`src/rtl/tmds_encoder_pipe.sv`:
```
// Multi-lane TMDS encoder: DVI 8b/10b video, 2b/10b control, TERC4 and guard band,
// behind a two-stage pipeline that advances only when ce is high.
module tmds_encoder_pipe #(
    parameter int NUM_CH = 3,
    parameter int CNT_W  = 5
) (
    input  logic                     clk,
    input  logic                     rst_n,
    input  logic                     ce,
    input  logic [1:0]               mode,
    input  logic [8*NUM_CH-1:0]      din,
    input  logic [2*NUM_CH-1:0]      ctrl,
    input  logic [4*NUM_CH-1:0]      terc,
    output logic [10*NUM_CH-1:0]     dout,
    output logic [CNT_W*NUM_CH-1:0]  disp
);

    localparam logic [1:0] MODE_CTRL  = 2'b00;
    localparam logic [1:0] MODE_VIDEO = 2'b01;
    localparam logic [1:0] MODE_TERC  = 2'b10;
    localparam logic [1:0] MODE_GUARD = 2'b11;

    localparam logic [9:0] CTRL_IDLE = 10'b1101010100;

    function automatic logic [3:0] ones8(input logic [7:0] v);
        logic [3:0] n;
        n = '0;
        for (int i = 0; i < 8; i++) begin
            n = n + {3'b000, v[i]};
        end
        return n;
    endfunction

    // Transition-minimising stage: XNOR chain for byte values that are ones-heavy.
    function automatic logic [8:0] qm_encode(input logic [7:0] d);
        logic [3:0] n1;
        logic       use_xnor;
        logic [8:0] q;
        n1       = ones8(d);
        use_xnor = (n1 > 4'd4) || ((n1 == 4'd4) && !d[0]);
        q        = '0;
        q[0]     = d[0];
        for (int i = 1; i < 8; i++) begin
            q[i] = use_xnor ? ~(q[i-1] ^ d[i]) : (q[i-1] ^ d[i]);
        end
        q[8] = ~use_xnor;
        return q;
    endfunction

    function automatic logic [9:0] ctrl_code(input logic [1:0] c);
        logic [9:0] s;
        case (c)
            2'b00: s = 10'b1101010100;
            2'b01: s = 10'b0010101011;
            2'b10: s = 10'b0101010100;
            2'b11: s = 10'b1010101011;
        endcase
        return s;
    endfunction

    function automatic logic [9:0] terc_code(input logic [3:0] t);
        logic [9:0] s;
        case (t)
            4'h0: s = 10'b1010011100;
            4'h1: s = 10'b1001100011;
            4'h2: s = 10'b1011100100;
            4'h3: s = 10'b1011100010;
            4'h4: s = 10'b0101110001;
            4'h5: s = 10'b0100011110;
            4'h6: s = 10'b0110001110;
            4'h7: s = 10'b0100111100;
            4'h8: s = 10'b1011001100;
            4'h9: s = 10'b0100111001;
            4'hA: s = 10'b0110011100;
            4'hB: s = 10'b1011000110;
            4'hC: s = 10'b1010001110;
            4'hD: s = 10'b1001110001;
            4'hE: s = 10'b0101100011;
            4'hF: s = 10'b1011000011;
        endcase
        return s;
    endfunction

    // Mode travels with the data so a switch lands on exactly the symbol it came with.
    logic [1:0] mode_s1_reg;

    always_ff @(posedge clk or negedge rst_n) begin
        if (!rst_n) begin
            mode_s1_reg <= MODE_CTRL;
        end else if (ce) begin
            mode_s1_reg <= mode;
        end
    end

    generate
        for (genvar gi = 0; gi < NUM_CH; gi++) begin : g_lane
            localparam logic [9:0] GUARD_SYM = (gi % 2 == 0) ? 10'b1011001100 : 10'b0100110011;
            localparam logic signed [CNT_W-1:0] ZERO  = '0;
            localparam logic signed [CNT_W-1:0] TWO   = CNT_W'(2);
            localparam logic signed [CNT_W-1:0] EIGHT = CNT_W'(8);

            logic [7:0]              din_lane;
            logic [8:0]              qm_next;
            logic [8:0]              qm_reg;
            logic [3:0]              n1q_reg;
            logic [1:0]              ctrl_reg;
            logic [3:0]              terc_reg;
            logic signed [CNT_W-1:0] n1q_s;
            logic signed [CNT_W-1:0] bal;
            logic                    cnt_pos;
            logic                    cnt_neg;
            logic signed [CNT_W-1:0] cnt_reg;
            logic signed [CNT_W-1:0] cnt_next;
            logic [9:0]              sym_reg;
            logic [9:0]              sym_next;

            assign din_lane = din[8*gi +: 8];
            assign qm_next  = qm_encode(din_lane);

            always_ff @(posedge clk or negedge rst_n) begin
                if (!rst_n) begin
                    qm_reg   <= '0;
                    n1q_reg  <= '0;
                    ctrl_reg <= '0;
                    terc_reg <= '0;
                end else if (ce) begin
                    qm_reg   <= qm_next;
                    n1q_reg  <= ones8(qm_next[7:0]);
                    ctrl_reg <= ctrl[2*gi +: 2];
                    terc_reg <= terc[4*gi +: 4];
                end
            end

            // bal = N1q - N0q = 2*N1q - 8
            assign n1q_s   = signed'({{(CNT_W-4){1'b0}}, n1q_reg});
            assign bal     = n1q_s + n1q_s - EIGHT;
            assign cnt_neg = cnt_reg[CNT_W-1];
            assign cnt_pos = !cnt_reg[CNT_W-1] && (cnt_reg != ZERO);

            always_comb begin
                sym_next = CTRL_IDLE;
                cnt_next = ZERO;
                case (mode_s1_reg)
                    MODE_VIDEO: begin
                        if ((cnt_reg == ZERO) || (n1q_reg == 4'd4)) begin
                            sym_next = {~qm_reg[8], qm_reg[8], qm_reg[8] ? qm_reg[7:0] : ~qm_reg[7:0]};
                            cnt_next = qm_reg[8] ? (cnt_reg + bal) : (cnt_reg - bal);
                        end else if ((cnt_pos && (n1q_reg > 4'd4)) || (cnt_neg && (n1q_reg < 4'd4))) begin
                            sym_next = {1'b1, qm_reg[8], ~qm_reg[7:0]};
                            cnt_next = cnt_reg + (qm_reg[8] ? TWO : ZERO) - bal;
                        end else begin
                            sym_next = {1'b0, qm_reg[8], qm_reg[7:0]};
                            cnt_next = cnt_reg - (qm_reg[8] ? ZERO : TWO) + bal;
                        end
                    end
                    MODE_TERC: begin
                        sym_next = terc_code(terc_reg);
                    end
                    MODE_GUARD: begin
                        sym_next = GUARD_SYM;
                    end
                    default: begin
                        sym_next = ctrl_code(ctrl_reg);
                    end
                endcase
            end

            always_ff @(posedge clk or negedge rst_n) begin
                if (!rst_n) begin
                    sym_reg <= CTRL_IDLE;
                    cnt_reg <= ZERO;
                end else if (ce) begin
                    sym_reg <= sym_next;
                    cnt_reg <= cnt_next;
                end
            end

            assign dout[10*gi +: 10]      = sym_reg;
            assign disp[CNT_W*gi +: CNT_W] = cnt_reg;
        end
    endgenerate

endmodule
```
`config.mk`:
```
export PLATFORM = sky130hd
export DESIGN_NAME = tmds_encoder_pipe
export DESIGN_NICKNAME = d
export VERILOG_FILES = /design/src/rtl/tmds_encoder_pipe.sv
export SDC_FILE = /design/constraint.sdc
export NUM_CORES = 1
export LEC_CHECK = 0
export CAP_MARGIN = 20
export CORE_MARGIN = 5
export CORE_UTILIZATION = 35
export DETAILED_ROUTE_END_ITERATION = 6
export MAX_ROUTING_LAYER = met4
export PLACE_DENSITY_LB_ADDON = 0.15
export SLEW_MARGIN = 0
export SYNTH_ARGS = -nofsm -noshare
export SYNTH_HDL_FRONTEND = slang
export SYNTH_SLANG_ARGS = --single-unit
```
`constraint.sdc`:
```
create_clock -name clk -period 3.5 [get_ports clk]
set_input_delay 0.35 -clock clk [delete_from_list [all_inputs] [get_ports clk]]
set_output_delay 0.35 -clock clk [all_outputs]
set_load 0.1 [all_outputs]
```
==> summary.txt <==
Floorplanning
  • Row count: 57
  • Area of the core: 24500 um2
  • I/O Pins: 92
  • Y dimension of the die: 168 um
  • Die outline width: 168 um
  • Die Footprint: 28200 um2
  • Initial cell density of the core: 35.6%

Synthesis
  • Post-synth ARST share: 100%
  • Synthesized flop and latch total: 101
  • Post-synthesis sequential area ratio: 29.2%
  • Parity-gate share of the synthesized area counting xor and xnor cells: 10.8%
  • Post-Synth Adder-Cell Area: 22.6%
  • Fraction of the mapped netlist area in compound gates: 17.3%
  • Synthesized instance count: 950
  • Syn Area/Cell: 9.18 um2
  • Mux cell area share after synthesis: 3.89%
  • Post-synth EDFFs: 0
  • Primary FF master, synth: sky130_fd_sc_hd__dfrtp_1
  • Count of unique library cells instantiated by Yosys: 61
  • Synthesized-area fraction occupied by and/or/nand/nor cells: 9.17%
  • Combinational family with the most area after synthesis: adder cells
  • Synth Warn #: 0
  • Combined area of all synthesized cells: 8720 um2

Critical path
  • CP Launch Type: primary input
  • Req. time, crit path: 3.72 ns
  • Crit Reg-Reg Startpoint: g_lane[1].qm_reg[8]
  • Category of the most critical setup path: in -> reg
  • Worst EP arrival: 5.68 ns
  • Type of destination of the critical path: register
  • Crit path max fanout: 2
  • Critical path startpoint: din[1]

Place
  • Placed wire-length estimate: 17100 um
  • Quantity of I/O buffers inserted on ports: 88
  • Final RePlAce weighted congestion: 0.868
  • Worst setup slack before clock tree synthesis: -2.85 ns

Timing
  • Max-slew violations: 0
  • Worst Max-Slew Pin Slew: 0.996 ns
  • Final Skew: 0.00745 ns
  • Time the final worst path needs with I/O delays and setup: 5.46 ns
  • Unrepaired setup endpoints after global routing: yes
  • Accumulated negative setup slack: -22.94 ns
  • Worst path setup slack after routing: -1.96 ns
  • Part of the cycle the worst path needs: 156%
  • Slew headroom: 33.4%
  • Final setup violation count: 17
  • Number of hold violations in the final report: 0
  • Highest achievable clock rate: 183 MHz

GRT
  • Via count of the first global-routing pass: 7228
  • Antenna violations before repair: 0
  • GR Util All Layers: 16.7%
  • Wire length of the first global-routing pass: 37600 um
  • Overflow after GRT: 0
  • Maximum number of pins on one net before global-route repair: 66

Drt
  • Number of remaining DRC errors: 0
  • Router iterations before antenna repair: 5
  • Detail-routed via count per cell: 4.92
  • Overall via count from detail_route: 7071
  • Detail Route Antenna Nets: 0
  • Drt first-iter violations: 537
  • Total routed wirelength: 22800 um
  • Average routed wire per standard cell: 15.9 um

Layout
  • Area growth from synthesis to layout: 30.2%
  • Area used by multi-input combinational logic: 5880 um2
  • Number of flip-flops under the largest register name: 30
  • Filler cell count in the final layout: 2398
  • Share of post-route cells with drive strength above 1: 20.8%
  • Area taken by flip-flops and latches: 2550 um2
  • Diodes inserted: 0
  • Number of nets in the layout: 1291

Power and ir drop
  • Internal power: 6.17 mW
  • Comb power frac: 74.7%
  • Switching fraction of total power: 48.6%
  • Net switching component of the power: 5.85 mW
  • Clock power share: 8.9%
  • P per Cell Area: 1060 nW/um2
  • Sequential fraction of design power: 16.3%
  • Leakage: 5.16 nW
  • IR drop worst, VDD: 0.000604 V

Run status
  • Outcome: finished, violations left
  • Violated checks: setup timing

Flow run
  • Max-cap violations: 0

Clocking
  • Largest buffer count on any clock path: 2
  • TritonCTS Buffers: 9
  • CTS Hold Bufs: 0
  • Clock root buffer: sky130_fd_sc_hd__clkbuf_16
  • Htree depth: 3
  • Clock latency reported for the late side of the worst-skew pair: 0.35 ns
  • Number of clock sinks: 101
  • Clock-pin slew reported for the worst setup and hold paths after clock tree synthesis: 0.07 ns
  • Clock tree from TritonCTS: yes

Min path
  • Class of the worst hold path: in -> async
[final cells by class]
class                   count  share of cell area [%]
inverters                 114                    3.99
clock inverters             5                   0.573
well taps                 324                    3.57
repair buffers            190                    15.5
multi-input cells         693                    51.8
flip-flops and latches    101                    22.4
clock buffers              11                    2.14
[synthesized netlist by cell type (5+ instances only)]
cell type	instances	area share, %
sky130_fd_sc_hd__inv_1	113	4.9
sky130_fd_sc_hd__ha_1	98	14
sky130_fd_sc_hd__nor2_1	93	4.0
sky130_fd_sc_hd__dfrtp_1	86	25
sky130_fd_sc_hd__o21ai_0	66	3.8
sky130_fd_sc_hd__a21oi_1	61	3.5
sky130_fd_sc_hd__nand2_1	61	2.6
sky130_fd_sc_hd__xnor2_1	56	5.6
sky130_fd_sc_hd__fa_1	37	8.5
sky130_fd_sc_hd__clkbuf_1	36	1.5
sky130_fd_sc_hd__xor2_1	33	3.3
sky130_fd_sc_hd__mux2_2	19	2.5
sky130_fd_sc_hd__o22ai_1	16	1.1
sky130_fd_sc_hd__dfstp_2	15	4.5
sky130_fd_sc_hd__a211oi_1	13	1.1
sky130_fd_sc_hd__a21o_1	13	1.1
sky130_fd_sc_hd__a221oi_1	13	1.3
sky130_fd_sc_hd__a31oi_1	10	0.72
sky130_fd_sc_hd__mux2i_1	8	0.92
sky130_fd_sc_hd__nor3b_1	7	0.60
sky130_fd_sc_hd__o221ai_1	7	0.70
sky130_fd_sc_hd__xnor2_2	7	1.3
sky130_fd_sc_hd__nor3_1	6	0.34
sky130_fd_sc_hd__buf_4	5	0.43
sky130_fd_sc_hd__nand2b_1	5	0.36
sky130_fd_sc_hd__nor2b_1	5	0.36
sky130_fd_sc_hd__o211ai_1	5	0.43
[power by group through the flow]
stage | Clock (mW) | Combinational (mW) | Sequential, mW
floorplan | 0 | 5.18 | 3.10
global placement | 0 | 8.24 | 1.99
detailed placement | 0 | 8.34 | 1.99
CTS | 1.11 | 8.96 | 1.97
global route | 1.15 | 9.99 | 2.03
finish | 1.07 | 8.98 | 1.96
[metrics by stage]
| stage | instance area, um2 | std cells | power [mW] | util (%) | hold slack (ns) |
|---|---|---|---|---|---|
| 6_report | 11400 | 1438 | 12.0 | 46.4 | 0.0666 |
| 2_1_floorplan | 8890 | 952 | 8.28 | - | 0.0544 |
| 3_5_place_dp | 10600 | 1395 | 10.3 | 43.2 | 0.472 |
| 4_1_cts | 11300 | 1437 | 12.0 | 46.1 | 0.0898 |
| 5_1_grt | 11400 | 1438 | 13.2 | 46.4 | 0.130 |
| 3_3_place_gp | 10600 | 1395 | 10.2 | 43.2 | 0.466 |
[critical path: stages]
cell and delay (ns):
sky130_fd_sc_hd__buf_8 0.08, sky130_fd_sc_hd__inv_4 0.03, sky130_fd_sc_hd__fa_1 0.54, sky130_fd_sc_hd__fa_1 0.42
sky130_fd_sc_hd__fa_1 0.51, sky130_fd_sc_hd__inv_2 0.05, sky130_fd_sc_hd__ha_4 0.16, sky130_fd_sc_hd__fa_1 0.46
sky130_fd_sc_hd__nor3b_2 0.22, sky130_fd_sc_hd__o21ai_1 0.11, sky130_fd_sc_hd__a21oi_2 0.19, sky130_fd_sc_hd__buf_6 0.15
sky130_fd_sc_hd__xnor2_4 0.13, sky130_fd_sc_hd__fa_1 0.48, sky130_fd_sc_hd__xor2_1 0.17, sky130_fd_sc_hd__ha_1 0.33
sky130_fd_sc_hd__fa_1 0.54, sky130_fd_sc_hd__ha_4 0.14, sky130_fd_sc_hd__inv_2 0.04, sky130_fd_sc_hd__fa_2 0.34
sky130_fd_sc_hd__xnor2_1 0.13, sky130_fd_sc_hd__nand2_1 0.06, sky130_fd_sc_hd__o21ai_1 0.06
[worst paths after layout]
| check | endpoint | slack (ns) | depth (start not counted) |
|---|---|---|---|
| worst max-delay path | g_lane[0].n1q_reg[2] | -1.96 | 23 |
| worst min-delay path | g_lane[1].sym_reg[3] | 0.07 | 1 |
| worst max register to register | g_lane[1].cnt_reg[3] | 0.60 | 9 |
| worst min register to register | g_lane[1].sym_reg[7] | 0.48 | 1 |
| max in group asynchronous | g_lane[0].sym_reg[2] | 2.66 | 2 |
| min in group clk | g_lane[2].qm_reg[0] | 0.35 | 3 |
[timing repair]
action,4_1_cts,5_1_grt
buffers inserted,27,11
endpoints found under the setup margin,27,24
pin swaps,39,31
gates resized for setup,94,26
[routing by layer]
layer	wire, um	vias to the layer above	track usage, %
met2	11100	122	27.5
li1	-	3535	-
met3	587	19	1.57
met5	0	-	-
met1	10800	3395	22.4
met4	289	0	3.99
[layout by cell type, fill, tap and decap left out, drive strengths merged, types with 61 or more instances in the layout]
master | synthesis | layout
ha | 98 | 98
clkdlybuf4s50 | 0 | 77
nand2 | 62 | 62
dfrtp | 86 | 86
buf | 8 | 113
a21oi | 61 | 61
inv | 114 | 116
xnor2 | 63 | 63
nor2 | 93 | 93
o21ai | 67 | 67
[cells by family after synthesis]
family                   count (synthesis)
AO/OA/AOI/OAI                          239
XOR/XNOR                                99
adder cells (fa/ha/maj)                135
buffers and inverters                  158
flip-flops                             101
multiplexers                            29
other                                    1
AND/OR/NAND/NOR                        188
Power figures use the tool's default switching activity.
